--- config.mk ---
export PLATFORM = sky130hd
export DESIGN_NAME = keccak_msg_sequencer
export DESIGN_NICKNAME = d
export VERILOG_FILES = /design/src/rtl/keccak_msg_sequencer.sv
export SDC_FILE = /design/constraint.sdc
export NUM_CORES = 1
export LEC_CHECK = 0
export ABC_AREA = 1
export BUFFER_PORTS_ARGS = -buffer_cell sky130_fd_sc_hd__buf_4
export CAP_MARGIN = 0
export CORE_UTILIZATION = 48
export CTS_CLUSTER_DIAMETER = 80
export DETAILED_ROUTE_END_ITERATION = 6
export PLACE_DENSITY = 0.76
export SLEW_MARGIN = 10
export SYNTH_ARGS = -nofsm -noshare
export SYNTH_HDL_FRONTEND = slang
export SYNTH_SLANG_ARGS = --single-unit
--- constraint.sdc ---
create_clock -name clk -period 3.8 [get_ports clk]
set_input_delay 0.38 -clock clk [delete_from_list [all_inputs] [get_ports clk]]
set_output_delay 0.38 -clock clk [all_outputs]
set_load 0.01 [all_outputs]
--- src/rtl/keccak_msg_sequencer.sv ---
// keccak_msg_sequencer
//
// Streams one message at a time from an upstream word interface into a
// Keccak core, then collects DIGEST_WORDS output words from the core into a
// local buffer and drains them downstream with valid/ready handshaking.
//
// Parameters
//   W              width of message and digest words
//   DIGEST_WORDS   number of core output words collected per message (1..8)
//   TIMEOUT_CYCLES watchdog limit (max 65535), only with KECCAK_SEQ_TIMEOUT_EN
//
// Optional feature macro
//   KECCAK_SEQ_TIMEOUT_EN  enables a 16-bit watchdog over WAIT_READY+COLLECT.
//                          When undefined, err is tied 0 and the sequencer
//                          waits on the core indefinitely.
//
// Ports
//   clk, rst                 single clock, synchronous active-high reset
//   s_data/s_valid/s_end     upstream message words; s_end marks the
//   s_ready                  terminator beat (its s_data is ignored)
//   core_start               one-cycle start pulse to the core
//   core_din/core_din_valid  message words forwarded to the core
//   core_last_block          one-cycle pulse once the message is complete
//   core_buffer_full         core input backpressure
//   core_ready               core idle and able to take the last-block pulse
//   core_dout/_valid         digest words from the core
//   m_data/m_valid/m_ready   downstream digest words, m_last on the final one
//   busy                     high in every state except IDLE
//   done                     one-cycle pulse on the final digest handshake
//   msg_count                completed messages, wraps at 16 bits
//   err                      sticky watchdog timeout flag

module keccak_msg_sequencer #(
    parameter int W              = 64,
    parameter int DIGEST_WORDS   = 4,
    parameter int TIMEOUT_CYCLES = 4096
) (
    input  logic          clk,
    input  logic          rst,

    input  logic [W-1:0]  s_data,
    input  logic          s_valid,
    input  logic          s_end,
    output logic          s_ready,

    output logic          core_start,
    output logic [W-1:0]  core_din,
    output logic          core_din_valid,
    output logic          core_last_block,
    input  logic          core_buffer_full,
    input  logic          core_ready,
    input  logic [W-1:0]  core_dout,
    input  logic          core_dout_valid,

    output logic [W-1:0]  m_data,
    output logic          m_valid,
    input  logic          m_ready,
    output logic          m_last,

    output logic          busy,
    output logic          done,
    output logic [15:0]   msg_count,
    output logic          err
);

    localparam int IDX_W = (DIGEST_WORDS > 1) ? $clog2(DIGEST_WORDS) : 1;
    localparam logic [IDX_W-1:0] IDX_LAST = IDX_W'(DIGEST_WORDS - 1);

    typedef enum logic [2:0] {
        IDLE       = 3'd0,
        START      = 3'd1,
        GAP        = 3'd2,
        FEED       = 3'd3,
        WAIT_READY = 3'd4,
        LAST       = 3'd5,
        COLLECT    = 3'd6,
        DRAIN      = 3'd7
    } state_t;

    state_t           state;
    state_t           state_next;
    logic [IDX_W-1:0] wr_idx;
    logic [IDX_W-1:0] rd_idx;
    logic [W-1:0]     digest_buf [DIGEST_WORDS];

    logic capture;
    logic last_capture;
    logic end_accept;
    logic rd_is_last;
    logic final_fire;
    logic timeout;

    assign capture      = (state == COLLECT) && core_dout_valid;
    assign last_capture = capture && (wr_idx == IDX_LAST);
    // The terminator beat is consumed like any other beat but never reaches the core.
    assign end_accept   = (state == FEED) && s_valid && !core_buffer_full && s_end;
    assign rd_is_last   = (rd_idx == IDX_LAST);
    assign final_fire   = (state == DRAIN) && m_ready && rd_is_last;

`ifdef KECCAK_SEQ_TIMEOUT_EN
    logic [15:0] wd_count;
    logic        err_flag;
    logic        wd_active;

    assign wd_active = (state == WAIT_READY) || (state == COLLECT);
    assign timeout   = wd_active && (wd_count == 16'(TIMEOUT_CYCLES - 1));
    assign err       = err_flag;

    // Watchdog restarts on every entry to WAIT_READY and holds through LAST,
    // so it measures the whole wait-for-core plus collect window.
    always_ff @(posedge clk) begin
        if (rst) begin
            wd_count <= '0;
            err_flag <= 1'b0;
        end else begin
            if (state != WAIT_READY && state_next == WAIT_READY) begin
                wd_count <= '0;
            end else if (wd_active) begin
                wd_count <= wd_count + 16'd1;
            end
            if (timeout) begin
                err_flag <= 1'b1;
            end
        end
    end
`else
    assign timeout = 1'b0;
    assign err     = 1'b0;
`endif

    // State register
    always_ff @(posedge clk) begin
        if (rst) begin
            state <= IDLE;
        end else begin
            state <= state_next;
        end
    end

    // Next-state logic
    always_comb begin
        state_next = state;
        case (state)
            IDLE:       if (s_valid) state_next = START;
            START:      state_next = GAP;
            GAP:        state_next = FEED;
            FEED:       if (end_accept) state_next = WAIT_READY;
            WAIT_READY: begin
                if (timeout)                             state_next = IDLE;
                else if (core_ready && !core_buffer_full) state_next = LAST;
            end
            LAST:       state_next = COLLECT;
            COLLECT: begin
                if (timeout)           state_next = IDLE;
                else if (last_capture) state_next = DRAIN;
            end
            DRAIN:      if (final_fire) state_next = IDLE;
            default:    state_next = IDLE;
        endcase
    end

    // Outputs; forced low while rst is high so nothing leaks from an aborted state.
    always_comb begin
        s_ready         = 1'b0;
        core_start      = 1'b0;
        core_din        = '0;
        core_din_valid  = 1'b0;
        core_last_block = 1'b0;
        m_valid         = 1'b0;
        m_data          = '0;
        m_last          = 1'b0;
        busy            = 1'b0;
        done            = 1'b0;
        if (!rst) begin
            busy = (state != IDLE);
            case (state)
                START: core_start = 1'b1;
                FEED: begin
                    s_ready        = !core_buffer_full;
                    core_din       = s_data;
                    core_din_valid = s_valid && !core_buffer_full && !s_end;
                end
                LAST:  core_last_block = 1'b1;
                DRAIN: begin
                    m_valid = 1'b1;
                    m_data  = digest_buf[rd_idx];
                    m_last  = rd_is_last;
                    done    = m_ready && rd_is_last;
                end
                default: ;
            endcase
        end
    end

    // Indices and message counter
    always_ff @(posedge clk) begin
        if (rst) begin
            wr_idx    <= '0;
            rd_idx    <= '0;
            msg_count <= '0;
        end else begin
            if (state == LAST) begin
                wr_idx <= '0;
                rd_idx <= '0;
            end else if (capture) begin
                wr_idx <= last_capture ? '0 : wr_idx + IDX_W'(1);
            end
            if ((state == DRAIN) && m_ready) begin
                rd_idx <= rd_is_last ? '0 : rd_idx + IDX_W'(1);
            end
            if (final_fire) begin
                msg_count <= msg_count + 16'd1;
            end
        end
    end

    // Digest buffer holds data only; it is overwritten per message, never cleared.
    always_ff @(posedge clk) begin
        if (capture) begin
            digest_buf[wr_idx] <= core_dout;
        end
    end

endmodule

==> qor.yml, run 1 <==
status:
  outcome: "completed"
timing:
  setup_viol: 0
  slew_headroom: 0.2605
  finalCriticalPeriod_ns: 3.021
  timing.fmax_ghz: 0.3310
  rsz0062_at_grt: "false"
  period_share: 0.7951
  timing.final.hold_violations: 0
  fin_skew_ns: 0.01294
  timing.final.ws_setup_ns: 0.7785
  tightest_slew_ns: 1.109
  drv_slew: 0
  setup-tns-final_ns: 0
floorplan:
  die_width_um: 158.9
  core_um2: 24250
  fp-row-count: 57
  fp.dieH_um: 158.9
  ios: 289
  die_area_um2: 25260
  start_util: 0.4876
synth:
  yosysWarningCount: 0
  postSynthCellCount: 1102
  synthTopCellsByCount: "nor2_1 (353), edfxtp_1 (256), o21ai_0 (139)"
  synthDistinctLibCells: 29
  synthTopCellsByArea: "edfxtp_1 (65%), nor2_1 (11%), o21ai_0 (5.9%)"
  syn_area_per_cell_um2: 10.73
  async_flop_share: 0
  syn_area_um2: 11820
  ys_ff_latch: 281
  synth_nets: 1244
  synth_top_flop_cell: "edfxtp_1"
  synth_largest_area_cell: "edfxtp_1"
  synth.most_common_cell: "nor2_1"
  synth-edff-count: 256
  synth_seq_area_share: 0.6926
  synth_top_cell_area_share: 0.6502
global_routing:
  grt_usage: 0.2215
  overflow: 0
  antenna_found_initial: 0
  grt_pass1_wl_um: 44460
  grt_pass1_vias: 8430
  grt_max_degree: 129
clock_tree:
  cts_tree: "done"
  post_cts_buffers: 0
  cts-resized-gates: 0
  cts_hold_buf: 0
  h-tree-depth: 1
  cts_buffers: 30
  clockBufferDepth: 3
  clkLatencyLatePin_ns: 0.55
  clock-sinks: 281
  cts_root_buf: "clkbuf_16"
  path_clk_slew_ns: 0.06
run:
  max_cap_violations: 0
cells_and_area:
  drive_above_1_share: 0.2606
  nets: 1518
  final_util: 0.6269
  area_growth_pct: 28.59
  finalNonFillerCells: 1721
  antenna_cells: 0
placed_design:
  place_congestion: 0.8180
  place_inst: 1668
  port_buffers: 287
  dp_hpwl_um: 17310
  post-place-ws_ns: 1.196
routing:
  drc_errors: 0
  ant_nets: 0
  drt_iter0_drc: 773
  vias_per_cell: 5.075
  drt_wl_total_um: 28460
  vias: 8734
  wl_per_cell_um: 16.53
  drt_pre_antenna_iters: 6
worst_setup_path:
  critPathArrivalTime_ns: 2.64
  worstPathMaxFanout: 39
  worst_ep_required_time_ns: 3.42
  cp-start-kind: "register"
  critPathCaptureType: "output port"
  worst-setup-path-type: "register to output port"
power:
  power.leakage_nw: 6.155
  power_density_nw_per_um2: 429.4
  ir_drop_uv: 350.0
worst_hold_path:
  hold_class: "input pin to register"
-- flip-flops by register name, indices dropped and copies added, names as in the netlist, named ones only --
signal	count
state	3
msg_count	16
wr_idx	2
rd_idx	2
digest_buf	256
-- layout by cell type (no fill, tap or decap), types with 6 or more instances in the layout --
master / Yosys / final
a21oi_1: 79 / 79
buf_4: 5 / 299
clkbuf_1: 20 / 11
clkbuf_16: 0 / 30
dfxtp_1: 25 / 23
edfxtp_1: 256 / 256
ha_1: 6 / 6
inv_1: 97 / 97
nand2_1: 43 / 43
nand3_1: 11 / 10
nor2_1: 353 / 349
nor2_4: 3 / 7
o21ai_0: 139 / 139
-- area by class of cell --
class / instances / area (um^2)
flip-flops and latches: 281 / 8193
repair buffers: 302 / 2305
well taps: 324 / 405.4
inverters: 101 / 380.4
fillers: 1886 / 9046
clock buffers: 42 / 805.8
clock inverters: 11 / 141.4
multi-input cells: 660 / 2972
-- critical path: stages (launching register included) --
cell	delay, ns
dfxtp_1	0.52
nand3_2	0.20
nor2_2	0.22
inv_2	0.36
buf_12	0.32
a21oi_1	0.26
buf_4	0.18
-- kinds of logic after synthesis --
family	Yosys count	share of synthesized area
and+or+nand+nor	425	0.1437
DFF	281	0.6926
AOI/OAI and AO/OA	226	0.09652
buffers and inverters	161	0.05905
adders and majority gates	6	0.006350
xor gates and xnor gates	2	0.001482
other	1	0.0003172
-- through the flow --
stage	total power [mW]	hold slack, ns	area (um^2)
final	6.528	0.03353	15200
after global placement	3.797	0.4672	14250
after CTS	6.580	0.01272	15200
after global routing	6.730	0.01220	15200
after detailed placement	3.804	0.4723	14250
after floorplan	3.592	0.4566	11820
-- layer usage --
layer / global-route usage / up-vias / share of wire
met1: 0.3076 / 4137 / 0.44
met4: 0.05813 / 0 / 0.021
met2: 0.3670 / 288 / 0.48
li1: - / 4262 / -
met3: 0.03308 / 47 / 0.065
met5: 0 / - / 0
-- report_power, final --
group | total (mW) | internal [mW] | switching, mW
Sequential | 3.40 | 3.38 | 0.0174
Combinational | 0.341 | 0.165 | 0.176
Clock | 2.78 | 1.67 | 1.11
-- path summary, 6_finish.rpt --
kind / startpoint / slack [ns] / cells after the start / endpoint
worst min register to register: rd_idx[1]$_SDFFE_PP0N_ / 0.48 / 2 / register
worst max-delay path: state[2]$_SDFFE_PP0P_ / 0.78 / 6 / m_data[1]
worst min-delay path: core_dout[2] / 0.03 / 1 / digest_buf[1][2]$_DFFE_PP_
worst max register to register: state[2]$_SDFFE_PP0P_ / 1.46 / 5 / digest_buf[3][52]$_DFFE_PP_
No activity file was read; power rests on OpenSTA's default activity.
==> run 2, diff against run 1 <==
==> constraint.sdc (replaced) <==
create_clock -name clk -period 2.6 [get_ports clk]
set_input_delay 0.26 -clock clk [delete_from_list [all_inputs] [get_ports clk]]
set_output_delay 0.26 -clock clk [all_outputs]
set_load 0.01 [all_outputs]
==> run 2 against run 1 <==
Against the previous run:
- cell area rose by 4.6%
- non-clock buffer count rose by 68
- count of clock-buffer cells in the layout fell by 9
- worst setup slack got worse by 0.64 ns
- sequential power rose by 46%
- first-iteration DRC count rose by 7.0%
- routed wire length rose by 5.4%
- die area did not move
- final cell count rose by 3.8%
- critical path depth fell by 1
- sequential share of layout area fell by 2.4 points
==> qor.yml, run 2 (synthesized netlist as in run 1, its figures left out) <==
status:
  outcome: "completed"
timing:
  setup-tns-final_ns: 0  # unchanged
  finalCriticalPeriod_ns: 2.461
  slew_headroom: 0.4300  # +0.1695
  rsz0062_at_grt: "false"
  period_share: 0.9464
  setup_viol: 0  # unchanged
  timing.final.hold_violations: 0  # unchanged
  timing.fmax_ghz: 0.4064
  tightest_slew_ns: 0.8550  # -0.2543 ns
  drv_slew: 0  # unchanged
  fin_skew_ns: 0.01000  # -0.002938 ns
worst_setup_path:
  cpPeakStageDelay_ns: 0.61  # +0.09 ns
  critPathArrivalTime_ns: 2.20  # -0.44 ns
  cp-start-kind: "register"
  cp_slowest_cell: "buf_4"
  path_common_cell: "buf_4"
  worst_ep_required_time_ns: 2.34  # -1.08 ns
  worstPathMaxFanout: 64  # +64%
  critPathCaptureType: "output port"
  worst-setup-path-type: "register to output port"
  cp_cell_sequence: "buf_4 > nor2_1 > o21ai_0 > a21oi_1 > buf_4"
cells_and_area:
  finalNonFillerCells: 1786  # +3.8%
  final_common_cell: "nor2_1"
  antenna_cells: 0  # unchanged
  largest_register_ffs: 256  # unchanged
  register_area_um2: 8194  # about the same
  area_growth_pct: 34.48
  final_util: 0.6557  # +0.02874
  mostFrequentLayoutCells: "nor2_1 (349), buf_4 (299), edfxtp_1 (256)"
  nets: 1584  # +4.3%
  largest_registers: "digest_buf: 256 flops, msg_count: 16 flops, state: 3 flops"
  multi_input_area_um2: 2972  # unchanged
  n_fill_cell: 1872  # -0.74%
  top_register: "digest_buf"
  drive_above_1_share: 0.2517  # -0.008848
power:
  power_density_nw_per_um2: 601.5  # +40%
  power.leakage_nw: 6.452  # +4.8%
  p_int_mw: 7.668  # +47%
  combPwrFrac: 0.062  # +0.010
  switching_power_mw: 1.895  # +45%
  pwr-share-seq: 0.520  # about the same
  ir_drop_uv: 393.7  # +12%
  power.share.clock: 0.418  # -0.009
  p_sw_frac: 0.1981  # -0.001966
clock_tree:
  cts_root_buf: "clkbuf_16"
  clkLatencyLatePin_ns: 0.53  # -0.02 ns
  cts_buffers: 28  # -6.7%
  clock-sinks: 281  # unchanged
  post_cts_buffers: 0  # unchanged
  cts_tree: "done"
  path_clk_slew_ns: 0.06  # about the same
  clockBufferDepth: 3  # unchanged
  h-tree-depth: 1  # unchanged
floorplan:
  die_area_um2: 25260  # unchanged
  start_util: 0.4876  # unchanged
  fp.dieH_um: 158.9  # unchanged
  die_width_um: 158.9  # unchanged
  fp-row-count: 57  # unchanged
  ios: 289  # unchanged
  core_um2: 24250  # unchanged
routing:
  wl_per_cell_um: 16.78  # +1.5%
  drt_wl_total_um: 29980  # +5.4%
  vias_per_cell: 5.036  # -0.77%
  drt_pre_antenna_iters: 7  # +1
  vias: 8994  # +3.0%
  ant_nets: 0  # unchanged
  drc_errors: 0  # unchanged
  drt_iter0_drc: 827  # +7.0%
global_routing:
  grt_pass1_wl_um: 47300  # +6.4%
  grt_pass1_vias: 8930  # +5.9%
  antenna_found_initial: 0  # unchanged
  grt_max_degree: 129  # unchanged
  overflow: 0  # unchanged
  grt_usage: 0.2354  # +0.01385
placed_design:
  place_congestion: 0.8607  # +5.2%
  port_buffers: 287  # unchanged
  place_inst: 1671  # +0.18%
  dp_hpwl_um: 18620  # +7.6%
worst_hold_path:
  hold_class: "input pin to register"
run:
  max_cap_violations: 0  # unchanged
run 2: cell count changes in the layout (fill, tap and decap cells not counted), sizes merged:
cell and delta:
dlygate4sd3 +65, buf +3, clkinvlp -1, bufinv +1, clkbuf -9, clkinv +6
run 2: through the flow:
| step | power [mW] | cell area [um^2] | hold WS (ns) | worst slack [ns] |
|---|---|---|---|---|
| after floorplan | 5.249 | 11830 | 0.3589 | -0.3559 |
| after global placement | 5.564 | 14320 | 0.4608 | 0.5920 |
| after detailed placement | 5.576 | 14320 | 0.4646 | 0.5543 |
| after CTS | 9.633 | 15890 | 0.1285 | 0.1160 |
| after global routing | 9.859 | 15900 | 0.1518 | 0.002049 |
| final | 9.563 | 15900 | 0.1414 | 0.1394 |
run 2: area by class of cell:
| class | count | share of cell area |
|---|---|---|
| clock buffers | 33 | 0.04659 |
| clock inverters | 17 | 0.01141 |
| inverters | 101 | 0.02408 |
| multi-input cells | 660 | 0.1869 |
| flip-flops and latches | 281 | 0.5154 |
| well taps | 324 | 0.02550 |
| repair buffers | 370 | 0.1901 |
run 2: worst max-delay path, delay by kind of cell, from the launching register on:
family                 cells  cell delay, ns
and+or+nand+nor            1            0.12
AOI/OAI and AO/OA          2            0.32
DFF                        1            0.35
buffers and inverters      2            0.78
run 2: path summary, 6_finish.rpt:
path / start / to / slack [ns] / cells after the start
max: register / m_data[3] / 0.14 / 5
max reg2reg: state[1]$_SDFFE_PP0P_ / digest_buf[0][33]$_DFFE_PP_ / 0.65 / 5
min reg2reg: msg_count[14]$_SDFFE_PP0P_ / msg_count[14]$_SDFFE_PP0P_ / 0.51 / 2
min: m_ready / register / 0.14 / 5
run 2: layer usage:
metal  wire, um  GRT usage  share of wire
met1      13280     0.3335           0.44
met5          0          0              0
met2      14010     0.3808           0.47
met4        569    0.06031          0.019
met3       2118    0.03829          0.071
run 2: what timing repair did:
action	in CTS	in global routing
endpoints found under the setup margin	9	3
gates cloned	0	0
hold buffers	65	0
hold endpoints to repair	261	0
resized for setup	1	2
run 2: power groups by stage:
| stage | logic (mW) | registers (mW) | clock network [mW] |
|---|---|---|---|
| after global placement | 0.502 | 5.06 | 0 |
| after detailed placement | 0.513 | 5.06 | 0 |
| after CTS | 0.595 | 4.97 | 4.07 |
| final | 0.597 | 4.97 | 4.00 |
| after global routing | 0.650 | 4.97 | 4.24 |
| after floorplan | 0.190 | 5.06 | 0 |
==> run 3, diff against run 2 <==
--- a/config.mk
+++ b/config.mk
@@ -8,10 +8,11 @@
 export ABC_AREA = 1
 export BUFFER_PORTS_ARGS = -buffer_cell sky130_fd_sc_hd__buf_4
 export CAP_MARGIN = 0
-export CORE_UTILIZATION = 48
+export CORE_UTILIZATION = 54
 export CTS_CLUSTER_DIAMETER = 80
 export DETAILED_ROUTE_END_ITERATION = 6
-export PLACE_DENSITY = 0.76
+export PLACE_DENSITY = 0.81
+export SKIP_LAST_GASP = 1
 export SLEW_MARGIN = 10
 export SYNTH_ARGS = -nofsm -noshare
 export SYNTH_HDL_FRONTEND = slang
==> constraint.sdc (replaced) <==
create_clock -name clk -period 2.45 [get_ports clk]
set_input_delay 0.49 -clock clk [delete_from_list [all_inputs] [get_ports clk]]
set_output_delay 0.49 -clock clk [all_outputs]
set_load 0.01 [all_outputs]
==> run 3 against run 2 <==
Against the previous run:
- via count fell by 2.5%
- critical path depth did not move
- sequential share of layout area rose by 1.5 points
- final cell count fell by 5.3%
- worst setup slack got worse by 0.084 ns
- global-route usage rose by 2.2 points
- routed wire length fell by 2.3%
- clock power rose by 2%
- sequential power rose by 6.2%
==> qor.yml, run 3 (synthesized netlist as in run 1, its figures left out) <==
cells_and_area:
  largest_register_ffs: 256  # unchanged
  largest_registers: "digest_buf: 256 flops, msg_count: 16 flops, state: 3 flops"
  nets: 1537  # -3.0%
  drive_above_1_share: 0.2745  # +0.02281
  register_area_um2: 8203  # +0.11%
  mostFrequentLayoutCells: "nor2_1 (349), buf_4 (304), edfxtp_1 (256)"
  final_common_cell: "nor2_1"
  top_register: "digest_buf"
  n_fill_cell: 1397  # -25%
  multi_input_area_um2: 2995  # +0.80%
  finalNonFillerCells: 1692  # -5.3%
  antenna_cells: 0  # unchanged
  area_growth_pct: 30.91
clock_tree:
  path_clk_slew_ns: 0.06  # about the same
  clockBufferDepth: 3  # unchanged
  cts_root_buf: "clkbuf_16"
  cts_hold_buf: 0  # -100%
  clkLatencyLatePin_ns: 0.54  # about the same
  cts_tree: "done"
  h-tree-depth: 1  # unchanged
  cts_buffers: 28  # unchanged
  clock-sinks: 281  # unchanged
timing:
  setup-tns-final_ns: 0  # unchanged
  timing.fmax_ghz: 0.4175
  finalCriticalPeriod_ns: 2.395
  timing.final.hold_violations: 0  # unchanged
  drv_slew: 0  # unchanged
  rsz0062_at_grt: "true"
  fin_skew_ns: 0.01758  # +0.007573 ns
  period_share: 0.9775
  setup_viol: 0  # unchanged
routing:
  vias_per_cell: 5.181  # +2.9%
  drc_errors: 0  # unchanged
  drt_iter0_drc: 680  # -18%
  ant_nets: 0  # unchanged
  drt_wl_total_um: 29290  # -2.3%
  drt_pre_antenna_iters: 5  # -2
  wl_per_cell_um: 17.31  # +3.1%
  vias: 8767  # -2.5%
worst_setup_path:
  critPathArrivalTime_ns: 1.90  # -0.30 ns
  cpPeakStageDelay_ns: 0.37  # -0.24 ns
  worst-setup-path-type: "register to output port"
  worst_ep_required_time_ns: 1.96  # -0.38 ns
  cp_slowest_cell: "dfxtp_4"
  critPathCaptureType: "output port"
  worstPathMaxFanout: 92  # +44%
  cp-start-kind: "register"
  cp_cell_sequence: "clkinv_2 > buf_16 > o21ai_0 > a21oi_1 > buf_4"
global_routing:
  grt_pass1_wl_um: 44260  # -6.4%
  grt_usage: 0.2572  # +0.02184
  grt_pass1_vias: 8487  # -5.0%
  grt_max_degree: 93  # -28%
  antenna_found_initial: 1  # +1
  overflow: 0  # unchanged
floorplan:
  fp.dieH_um: 150.0  # -5.6%
  start_util: 0.5571  # +0.06957
  ios: 289  # unchanged
  die_width_um: 150.0  # -5.6%
  fp-row-count: 53  # -7.0%
  core_um2: 21220  # -12%
  die_area_um2: 22490  # -11%
power:
  power_density_nw_per_um2: 639.4  # +6.3%
  power.leakage_nw: 6.302  # -2.3%
  ir_drop_uv: 725.3  # +84%
  power.total_mw: 9.896  # +3.5%
worst_hold_path:
  hold_class: "input pin to register"
placed_design:
  place_inst: 1629  # -2.5%
  place_congestion: 0.8507  # -1.2%
  port_buffers: 287  # unchanged
  dp_hpwl_um: 18280  # -1.8%
status:
  outcome: "completed"
run:
  max_cap_violations: 0  # unchanged
## run 3: cell count changes in the layout (fill, tap and decap cells not counted), sizes merged
cell         previous run  this run
clkinv                 14        16
clkbuf                 33        37
inv                   100       101
dlygate4sd3            65         0
bufinv                  4         2
buf                   305       320
## run 3: worst max-delay path, delay by kind of cell (launching register included)
family | cells | cell delay (ns)
buffers and inverters | 3 | 0.53
AO/OA/AOI/OAI | 2 | 0.42
flip-flops | 1 | 0.37
## run 3: area by class of cell
class | count | share of cell area
flip-flops and latches | 281 | 0.5300
multi-input cells | 660 | 0.1935
repair buffers | 323 | 0.1719
clock buffers | 34 | 0.04737
inverters | 101 | 0.02538
well taps | 275 | 0.02223
clock inverters | 18 | 0.009620
## run 3: where the power goes
group	internal (mW)	switching (mW)	total, mW
clock network	2.34	1.72	4.06
registers	5.25	0.0256	5.28
logic	0.272	0.289	0.561
## run 3: worst paths after layout
path / slack [ns] / cells after the start / end / startpoint
worst min register to register: 0.49 / 2 / register / rd_idx[1]$_SDFFE_PP0N_
worst max register to register: 0.46 / 6 / digest_buf[3][60]$_DFFE_PP_ / state[2]$_SDFFE_PP0P_
worst max-delay path: 0.06 / 5 / m_data[10] / register
worst min-delay path: 0.15 / 1 / digest_buf[2][35]$_DFFE_PP_ / core_dout[35]
## run 3: stage by stage
stage	instance area (um^2)	setup slack (ns)	hold slack (ns)	utilization
finish	15480	0.05506	0.1498	0.7294
global route	15480	-0.03058	0.1289	0.7294
CTS	15300	-0.01365	0.1338	0.7212
detailed placement	14340	0.2991	0.4775	0.6759
global placement	14340	0.3558	0.4755	0.6759
floorplan	11830	-0.5059	0.4566	-
## run 3: timing repair
action | 4_1_cts | 5_1_grt
setup endpoints to repair | 64 | 58
pin swaps | 0 | 8
gates resized for setup | 15 | 18
setup buffers | 2 | 4
gates cloned | 1 | 4
hold endpoints to repair | 0 | 0
## run 3: routing by layer
metal	vias to the layer above	GRT usage	wire, um
li1	4294	-	-
met1	4088	0.3439	12040
met2	336	0.4380	14520
met3	47	0.04604	2155
met4	2	0.06061	559
met5	-	0	17
